`config.mk`:
```
export PLATFORM = sky130hd
export DESIGN_NAME = firebird7_in_gate1_tessent_data_mux_ctrl_flat
export DESIGN_NICKNAME = d
export VERILOG_FILES = /design/src/rtl/firebird7_in_gate1_dmux_ctrl_pkg.sv /design/src/rtl/firebird7_in_gate1_tessent_data_mux_ctrl_if.sv /design/src/rtl/firebird7_in_gate1_dmux_ctrl_tdr.sv /design/src/rtl/firebird7_in_gate1_tessent_data_mux_ctrl.sv /design/src/flat_wrapper.sv
export SDC_FILE = /design/constraint.sdc
export NUM_CORES = 1
export LEC_CHECK = 0
export BUFFER_PORTS_ARGS = -buffer_cell sky130_fd_sc_hd__buf_2
export CORE_UTILIZATION = 48
export DETAILED_ROUTE_END_ITERATION = 10
export GPL_TIMING_DRIVEN = 0
export PLACE_DENSITY = 0.76
export SETUP_SLACK_MARGIN = 0.2
export SYNTH_ARGS = -nofsm -noshare
export SYNTH_HDL_FRONTEND = slang
export SYNTH_SLANG_ARGS = --single-unit
```
`constraint.sdc`:
```
create_clock -name ijtag_tck -period 1.6 [get_ports ijtag_tck]
set_clock_uncertainty 0.05 [all_clocks]
set_input_delay 0.24 -clock ijtag_tck [delete_from_list [all_inputs] [get_ports ijtag_tck]]
set_output_delay 0.24 -clock ijtag_tck [all_outputs]
set_load 0.005 [all_outputs]
```
`src/rtl/firebird7_in_gate1_dmux_ctrl_pkg.sv`:
```
// firebird7 data-mux controller shared types and helpers.
// Handover state encoding plus the 4-bit dwell counter arithmetic.
package firebird7_in_gate1_dmux_ctrl_pkg;

    localparam int DWELL_W = 4;

    typedef logic [DWELL_W-1:0] dwell_t;

    localparam dwell_t DWELL_MAX  = '1;
    localparam dwell_t DWELL_LAST = dwell_t'(1);

    typedef enum logic [1:0] {
        FUNC = 2'd0,
        LOAD = 2'd1,
        OVR  = 2'd2,
        REL  = 2'd3
    } hand_state_e;

    // Out-of-range settle values are clamped so the dwell is never zero.
    function automatic dwell_t dwell_load(input int cycles);
        if (cycles < 1)
            return DWELL_LAST;
        if (cycles > int'(DWELL_MAX))
            return DWELL_MAX;
        return dwell_t'(cycles);
    endfunction

    function automatic dwell_t dwell_dec(input dwell_t d);
        return (d == '0) ? d : d - DWELL_LAST;
    endfunction

endpackage

```
`src/rtl/firebird7_in_gate1_tessent_data_mux_ctrl_if.sv`:
```
// IJTAG segment bus between the scan network and the data-mux controller.
// master drives the enables and scan-in, slave returns scan-out.
interface firebird7_in_gate1_tessent_data_mux_ctrl_if;

    logic ijtag_sel;
    logic ijtag_ce;
    logic ijtag_se;
    logic ijtag_ue;
    logic ijtag_si;
    logic ijtag_so;

    modport master (
        output ijtag_sel,
        output ijtag_ce,
        output ijtag_se,
        output ijtag_ue,
        output ijtag_si,
        input  ijtag_so
    );

    modport slave (
        input  ijtag_sel,
        input  ijtag_ce,
        input  ijtag_se,
        input  ijtag_ue,
        input  ijtag_si,
        output ijtag_so
    );

endinterface

```
`src/rtl/firebird7_in_gate1_dmux_ctrl_tdr.sv`:
```
// Test data register: shift/capture path sr[WIDTH:0] and update register.
// sr[WIDTH] carries the select request, sr[WIDTH-1:0] the mux data.
module firebird7_in_gate1_dmux_ctrl_tdr
    import firebird7_in_gate1_dmux_ctrl_pkg::*;
#(
    parameter int WIDTH = 3
) (
    input  logic                                       ijtag_tck,
    input  logic                                       ijtag_reset,
    firebird7_in_gate1_tessent_data_mux_ctrl_if.slave  ijtag,
    input  logic [WIDTH:0]                             cap_val,
    output logic                                       upd_sel,
    output logic [WIDTH-1:0]                           upd_data
);

    logic [WIDTH:0] sr;

    logic do_shift;
    logic do_cap;
    logic do_upd;

    assign do_shift = ijtag.ijtag_sel & ijtag.ijtag_se;
    assign do_cap   = ijtag.ijtag_sel & ijtag.ijtag_ce & ~ijtag.ijtag_se;
    assign do_upd   = ijtag.ijtag_sel & ijtag.ijtag_ue & ~ijtag.ijtag_se;

    always_ff @(posedge ijtag_tck or negedge ijtag_reset) begin
        if (!ijtag_reset) begin
            sr <= '0;
        end else if (do_shift) begin
            sr <= {ijtag.ijtag_si, sr[WIDTH:1]};
        end else if (do_cap) begin
            sr <= cap_val;
        end
    end

    // Update samples sr before any same-edge capture lands.
    always_ff @(posedge ijtag_tck or negedge ijtag_reset) begin
        if (!ijtag_reset) begin
            upd_sel  <= 1'b0;
            upd_data <= '0;
        end else if (do_upd) begin
            upd_sel  <= sr[WIDTH];
            upd_data <= sr[WIDTH-1:0];
        end
    end

    assign ijtag.ijtag_so = sr[0];

endmodule

```
`src/rtl/firebird7_in_gate1_tessent_data_mux_ctrl.sv`:
```
// Make-before-break handover controller for an IJTAG-driven data mux.
// Define FIREBIRD7_DMUX_CTRL_STATUS_EN to capture live {mux_select, data_in}.
module firebird7_in_gate1_tessent_data_mux_ctrl
    import firebird7_in_gate1_dmux_ctrl_pkg::*;
#(
    parameter int WIDTH         = 3,
    parameter int SETTLE_CYCLES = 1
) (
    input  logic                                       ijtag_tck,
    input  logic                                       ijtag_reset,
    firebird7_in_gate1_tessent_data_mux_ctrl_if.slave  ijtag,
    input  logic [WIDTH-1:0]                           functional_data_in,
    output logic                                       mux_select,
    output logic [WIDTH-1:0]                           mux_data,
    output logic                                       handover_busy
);

    localparam dwell_t SETTLE = dwell_load(SETTLE_CYCLES);

    logic             upd_sel;
    logic [WIDTH-1:0] upd_data;
    logic [WIDTH:0]   cap_val;

`ifdef FIREBIRD7_DMUX_CTRL_STATUS_EN
    assign cap_val = {mux_select, functional_data_in};
`else
    logic unused_fdi;

    assign cap_val    = {upd_sel, upd_data};
    assign unused_fdi = ^functional_data_in;
`endif

    firebird7_in_gate1_dmux_ctrl_tdr #(
        .WIDTH (WIDTH)
    ) u_tdr (
        .ijtag_tck   (ijtag_tck),
        .ijtag_reset (ijtag_reset),
        .ijtag       (ijtag),
        .cap_val     (cap_val),
        .upd_sel     (upd_sel),
        .upd_data    (upd_data)
    );

    hand_state_e state;
    dwell_t      dwell;

    // Select and data never move on the same edge: data settles before
    // select rises, and is held until after select has fallen.
    always_ff @(posedge ijtag_tck or negedge ijtag_reset) begin
        if (!ijtag_reset) begin
            state         <= FUNC;
            dwell         <= '0;
            mux_select    <= 1'b0;
            mux_data      <= '0;
            handover_busy <= 1'b0;
        end else begin
            unique case (state)
                FUNC: begin
                    if (upd_sel) begin
                        state         <= LOAD;
                        dwell         <= SETTLE;
                        mux_data      <= upd_data;
                        handover_busy <= 1'b1;
                    end
                end
                LOAD: begin
                    if (dwell <= DWELL_LAST) begin
                        state         <= OVR;
                        mux_select    <= 1'b1;
                        handover_busy <= 1'b0;
                    end else begin
                        dwell    <= dwell_dec(dwell);
                        mux_data <= upd_data;
                    end
                end
                OVR: begin
                    if (!upd_sel) begin
                        state         <= REL;
                        dwell         <= SETTLE;
                        mux_select    <= 1'b0;
                        handover_busy <= 1'b1;
                    end else begin
                        mux_data <= upd_data;
                    end
                end
                REL: begin
                    if (dwell <= DWELL_LAST) begin
                        state         <= FUNC;
                        mux_data      <= '0;
                        handover_busy <= 1'b0;
                    end else begin
                        dwell <= dwell_dec(dwell);
                    end
                end
            endcase
        end
    end

endmodule

```
`src/flat_wrapper.sv`:
```
// flat-port wrapper written by rule: the top's interface ports become plain ports
module firebird7_in_gate1_tessent_data_mux_ctrl_flat import firebird7_in_gate1_dmux_ctrl_pkg::*;
#(
    parameter int WIDTH         = 3,
    parameter int SETTLE_CYCLES = 1
)
  (ijtag_tck, ijtag_reset, functional_data_in, mux_select, mux_data, handover_busy, ijtag_ijtag_sel, ijtag_ijtag_ce, ijtag_ijtag_se, ijtag_ijtag_ue, ijtag_ijtag_si, ijtag_ijtag_so);
  firebird7_in_gate1_tessent_data_mux_ctrl_if ijtag_i ();
  input  logic ijtag_tck;
  input  logic ijtag_reset;
  input  logic [WIDTH-1:0] functional_data_in;
  output logic mux_select;
  output logic [WIDTH-1:0] mux_data;
  output logic handover_busy;
  input wire logic [$bits(ijtag_i.ijtag_sel)-1:0] ijtag_ijtag_sel;
  input wire logic [$bits(ijtag_i.ijtag_ce)-1:0] ijtag_ijtag_ce;
  input wire logic [$bits(ijtag_i.ijtag_se)-1:0] ijtag_ijtag_se;
  input wire logic [$bits(ijtag_i.ijtag_ue)-1:0] ijtag_ijtag_ue;
  input wire logic [$bits(ijtag_i.ijtag_si)-1:0] ijtag_ijtag_si;
  output wire logic [$bits(ijtag_i.ijtag_so)-1:0] ijtag_ijtag_so;
  assign ijtag_i.ijtag_sel = ijtag_ijtag_sel;
  assign ijtag_i.ijtag_ce = ijtag_ijtag_ce;
  assign ijtag_i.ijtag_se = ijtag_ijtag_se;
  assign ijtag_i.ijtag_ue = ijtag_ijtag_ue;
  assign ijtag_i.ijtag_si = ijtag_ijtag_si;
  assign ijtag_ijtag_so = ijtag_i.ijtag_so;
  firebird7_in_gate1_tessent_data_mux_ctrl #(.WIDTH(WIDTH), .SETTLE_CYCLES(SETTLE_CYCLES)) u_core (.ijtag_tck(ijtag_tck), .ijtag_reset(ijtag_reset), .ijtag(ijtag_i), .functional_data_in(functional_data_in), .mux_select(mux_select), .mux_data(mux_data), .handover_busy(handover_busy));
endmodule
```
# ---- Word level (Yosys, flattened, before mapping)
# Index checks and enable logic that the tools add are counted.
dict set report word_totals {
  register_bits 19
  input_bits 10
  out_inout_bits 6
}
dict set report op_classes {
  n_addsub 1
  n_lt_le_gt_ge 1
  n_eq_ne 12
  muxes 23
  bitwise 6
  reduce_logical 11
}
# operator count
set op_table {}
lappend op_table {{$mux W4} 6}
lappend op_table {{$pmux W4 S3} 1}
lappend op_table {{$ne A2 B2 Y1 const B} 5}
lappend op_table {{$mux W3} 3}
lappend op_table {{$pmux W3 S3} 1}
lappend op_table {{$reduce_and A3 Y1} 3}
lappend op_table {{$mux W2} 4}
lappend op_table {{$ne A2 B1 Y1 const B} 4}
lappend op_table {{$pmux W2 S4} 1}
lappend op_table {{$reduce_and A4 Y1} 2}
lappend op_table {{$and A1 B1 Y1} 5}
lappend op_table {{$mux W1} 5}
lappend op_table {{$eq A2 B2 Y1 const B} 2}
lappend op_table {{$le A4 B1 Y1 const B} 1}
lappend op_table {{$logic_not A4 Y1} 1}
lappend op_table {{$reduce_bool A2 Y1} 2}
lappend op_table {{$reduce_or A2 Y1} 2}
lappend op_table {{$sub A4 B1 Y4 const B} 1}
lappend op_table {{$pmux W1 S3} 1}
lappend op_table {{$eq A2 B1 Y1 const B} 1}
lappend op_table {{$logic_not A2 Y1} 1}
lappend op_table {{$pmux W1 S2} 1}
lappend op_table {{$not A1 Y1} 1}

# ---- Logic depth before layout (Yosys ltp)
dict set report depth {
  depth_word 4
  depth_mapped 6
  mapped_depth_nobuf 6
}

# ---- Cells and area by module
# Synthesis repeated with hierarchy kept, for this count alone.
dict set report hier_totals {
  cells_unflattened 99
  hier_area_um2 1013.5
}
# mod instances cells_per_inst area_each_um2
set modules_own_cells {}
lappend modules_own_cells {firebird7_in_gate1_tessent_data_mux_ctrl 1 67 629.4}
lappend modules_own_cells {firebird7_in_gate1_dmux_ctrl_tdr 1 32 384.1}

# ---- Worst setup path before layout
# No wires, ideal clock.
dict set report synth_timing {
  path_type {flip-flop to flip-flop}
  start {register u_core.dwell[2]}
  end {register u_core.mux_data[0]}
  setup_time_ps 121
  arrival_time_ps 1437
  required_time_ps 1429
  path_slack_ps -8
  path_stages_with_launch 6
  cell_sequence {dfrtp_1 -> or2_1 -> buf_6 -> or2_1 -> a211o_1 -> a22o_1}
}
dict set report synth_between {
  elab_chain_cells 3
  elab_cells_between_ends 4
  cone_classes {order compare: 1; eq/ne: 2; reduce/logical: 1}
}
# element line
set synth_lines {}
lappend synth_lines {{start, declared} firebird7_in_gate1_tessent_data_mux_ctrl.sv:45} ;# dwell_t dwell;
lappend synth_lines {{start signal, assigned} firebird7_in_gate1_tessent_data_mux_ctrl.sv:72} ;# dwell <= dwell_dec(dwell);
lappend synth_lines {{start signal, assigned} firebird7_in_gate1_tessent_data_mux_ctrl.sv:92} ;# dwell <= dwell_dec(dwell);
lappend synth_lines {{$le A4 B1 Y1 (*)} {firebird7_in_gate1_tessent_data_mux_ctrl.sv:67, firebird7_in_gate1_tessent_data_mux_ctrl.sv:87}}
lappend synth_lines {{$ne A2 B1 Y1 (no line) / $ne A2 B2 Y1 (equally long branches)} -}
lappend synth_lines {{$reduce_and A3 Y1 (no line) (*)} -}
lappend synth_lines {{end signal, assigned} firebird7_in_gate1_tessent_data_mux_ctrl.sv:62} ;# mux_data <= upd_data;
lappend synth_lines {{end signal, assigned} firebird7_in_gate1_tessent_data_mux_ctrl.sv:73} ;# mux_data <= upd_data;
lappend synth_lines {{end signal, assigned} firebird7_in_gate1_tessent_data_mux_ctrl.sv:83} ;# mux_data <= upd_data;
lappend synth_lines {{end, declared} firebird7_in_gate1_tessent_data_mux_ctrl.sv:14} ;# output logic [WIDTH-1:0] mux_data,
# Mark *: on every way between the ends. The rest lies on a longest branch, timed or not.
# A chain may end at the register's enable or synchronous reset.

# ---- Worst setup path in the final report
dict set report layout_timing {
  start {register u_core.dwell[1]}
  end {register u_core.mux_data[1]}
}
# Same word-level chain as after synthesis.

==> impl_metrics.tcl <==
set metrics [dict create \
    status "finished with violations" \
    violations "setup timing" \
    hold_path.class "input pin to flop" \
    worst_path_max_delay_cell "dfrtp_1" \
    fmax_mhz 599.9 \
    holdWs_ns 0.1745 \
    ys_top_cells_by_area "dfrtp_1, ha_1, mux2_2, o22ai_1, nand2_1" \
    io_pins 16 \
    wl_met2_um 1065 \
    clk_pin_slew_worst_paths_ns 0.12 \
    final-hold-violation-count 0 \
    drt_iter0_drc 32 \
    synth_fp_nets 114 \
    core-area_sq_um 1821 \
    postSynthCellCount 97 \
    grt_pass1_vias 728 \
    synth_edf_count 0 \
    nets 143 \
    power.total_mw 2.569 \
    io_buffer_count 12 \
    cts_htree_levels 1 \
    critPathArrivalTime_ns 1.82 \
    overflow 0 \
    crit_path_end_kind "flop" \
    wl_um 2271 \
    leakage_nw 0.5825 \
    dieArea_sq_um 2225 \
    dr.pass1.iters 4 \
    ir_worst_vdd_v 0.001335 \
    drv_slew 0 \
    fin_util_pct 70.38 \
    ys.flop_type "dfrtp_1" \
    place.gp.congestion 0.8048 \
    wirelength_met1_um 1027 \
    fin_cells 150 \
    synth_top_area_cell "dfrtp_1" \
    track_usage_pct 20.96 \
    final_area_sq_um 1281 \
    path_class "flop to flop" \
    dp_cells 134 \
    cts_max_path_buffers 2 \
    cts_tree "yes" \
    grt_pass1_wl_um 3222 \
    yosysMostFrequentCell "dfrtp_1" \
    drive_gt1_share_pct 40.00 \
    fillers 133 \
    finalWorstSetupSlack_ns -0.06697 \
    fin_tns_setup_ns -0.2041 \
    rsz0062_at_grt "true" \
    vias 868 \
    async_flop_share_pct 100.0 \
    fp.dieW_um 47.18 \
    viasPerCell 5.787 \
    start_util_pct 53.81 \
    cap_violations 0 \
    ys_warn_count 0 \
    start_kind "flop" \
    synthTopCellsByCount "dfrtp_1, nand2_1, o22ai_1" \
    ant_nets 0 \
    min_period_ns 1.667 \
    crit_chain "inv_2 -> ha_4 -> nor2_4 -> or2_1 -> a211o_1 -> a22o_1" \
    wl_met3_um 116 \
    worstMarginPinSlew_ns 0.4324 \
    grt_max_degree 20 \
    root_buffer "clkbuf_4" \
    diodes 0 \
    crit_required_ns 1.76 \
    die_h_um 47.18 \
    yosysTopAreaCellShare_pct 48.53 \
    syn_avg_cell_area_sq_um 10.10 \
    synth_seq_area_share_pct 48.53 \
    cts_num_sinks 19 \
    synthDistinctLibCells 23 \
    pwr_density_cell_nw_per_um2 2005 \
    worst_slew_margin_rel_pct 71.18 \
    slowest_delay_ns 0.44 \
    rows 15 \
    place_area_sq_um 1120 \
    antenna_found_initial 0 \
    area_delta_synth_final_pct 30.78 \
    synth-seq-cells 19 \
    place_ws_ns -0.03741 \
    setup_violations 4 \
    post-dp-hpwl_um 1330 \
    clock_latency_ns 0.31 \
    syn_area_sq_um 979.7 \
    drc 0 \
    critPathMaxFanout 4 \
    fin_crit_sh_pct 104.2 \
    cts_buffers 3 \
    post_drt_wl_per_cell_um 15.14 \
    top_layer "met4" \
]
-- path summary, 6_finish.rpt --
check	start	endpoint	slack, ns	cells past startpoint
min	ijtag_ijtag_si	u_core.u_tdr.sr[3]	0.17	3
min reg2reg	u_core.mux_data[0]	u_core.mux_data[0]	0.45	1
max	u_core.dwell[1]	u_core.mux_data[1]	-0.07	6
max reg2reg	u_core.dwell[1]	u_core.mux_data[1]	-0.07	6
max in group asynchronous	ijtag_reset	u_core.dwell[0]	0.84	2
min in group asynchronous	ijtag_reset	u_core.dwell[3]	0.34	2
-- cell usage in the layout (no fill, tap or decap), types with 2 or more instances in the layout --
| cell | count |
|---|---|
| dfrtp_1 | 18 |
| buf_2 | 12 |
| nand2_1 | 10 |
| buf_4 | 10 |
| o22ai_1 | 9 |
| nor2_1 | 5 |
| o21ai_0 | 5 |
| mux2_2 | 5 |
| a21oi_1 | 5 |
| inv_1 | 4 |
| a22o_1 | 4 |
| nor3_1 | 3 |
| ha_2 | 3 |
| ha_4 | 3 |
| clkbuf_4 | 3 |
| inv_2 | 2 |
| or2_1 | 2 |
| buf_6 | 2 |
| nand2b_1 | 2 |
-- logic make-up (layout without fill, tap and decap cells) --
family          after synthesis  count (layout)  share of synthesized area [%]
compound gates               29              29                          18.39
simple gates                 29              29                          13.92
flops                        19              19                          48.53
fa+ha+maj                     7               7                          8.940
buf+inv                       7              35                          3.448
mux                           6               6                          6.768
-- area by class of cell --
type,instances,area (sq um),share of cell area [%]
clock inverters,1,5.005,0.3906
clock buffers,3,22.52,1.758
plain buffers,1,11.26,0.8789
well taps,25,31.28,2.441
multi-input cells,71,555.5,43.36
repair buffers,24,156.4,12.21
flip-flops and latches,19,476.7,37.21
inverters,6,22.52,1.758
-- registers in the layout, indices dropped and copies added (netlist names) --
name                   count
u_core.dwell               4
u_core.handover_busy       1
u_core.mux_data            3
u_core.mux_select          1
u_core.state               2
u_core.u_tdr.sr            4
u_core.u_tdr.upd_data      3
u_core.u_tdr.upd_sel       1
-- layer usage --
layer / GRT usage [%] / up-vias
li1: - / 407
met3: 5.385 / 8
met5: 0 / -
met4: 9.143 / 0
met2: 32.50 / 35
met1: 27.62 / 418
-- where the power goes --
| group | total [mW] | switching (mW) | internal, mW | leakage (nW) |
|---|---|---|---|---|
| Sequential | 0.826 | 0.162 | 0.664 | 0.223 |
| Clock | 0.259 | 0.166 | 0.0934 | 0.0177 |
| Combinational | 1.48 | 0.719 | 0.765 | 0.342 |
| Total | 2.57 | 1.05 | 1.52 | 0.583 |
-- critical path, delay by kind of cell (launching register included) --
kind	cells	cell delay [ns]
AOI/OAI and AO/OA	2	0.49
adders and majority gates	1	0.17
buffers and inverters	1	0.12
DFF	1	0.44
and+or+nand+nor	2	0.30
-- what timing repair did --
| action | in CTS | in global routing |
|---|---|---|
| hold buffers | 1 | 0 |
| gates resized for setup | 10 | 2 |
| setup buffers | 6 | 5 |
| hold endpoints to repair | 19 | 0 |
| pin swaps | 3 | 1 |
| endpoints found under the setup margin | 11 | 11 |
Note: power is estimated with default switching activity, not from simulation.
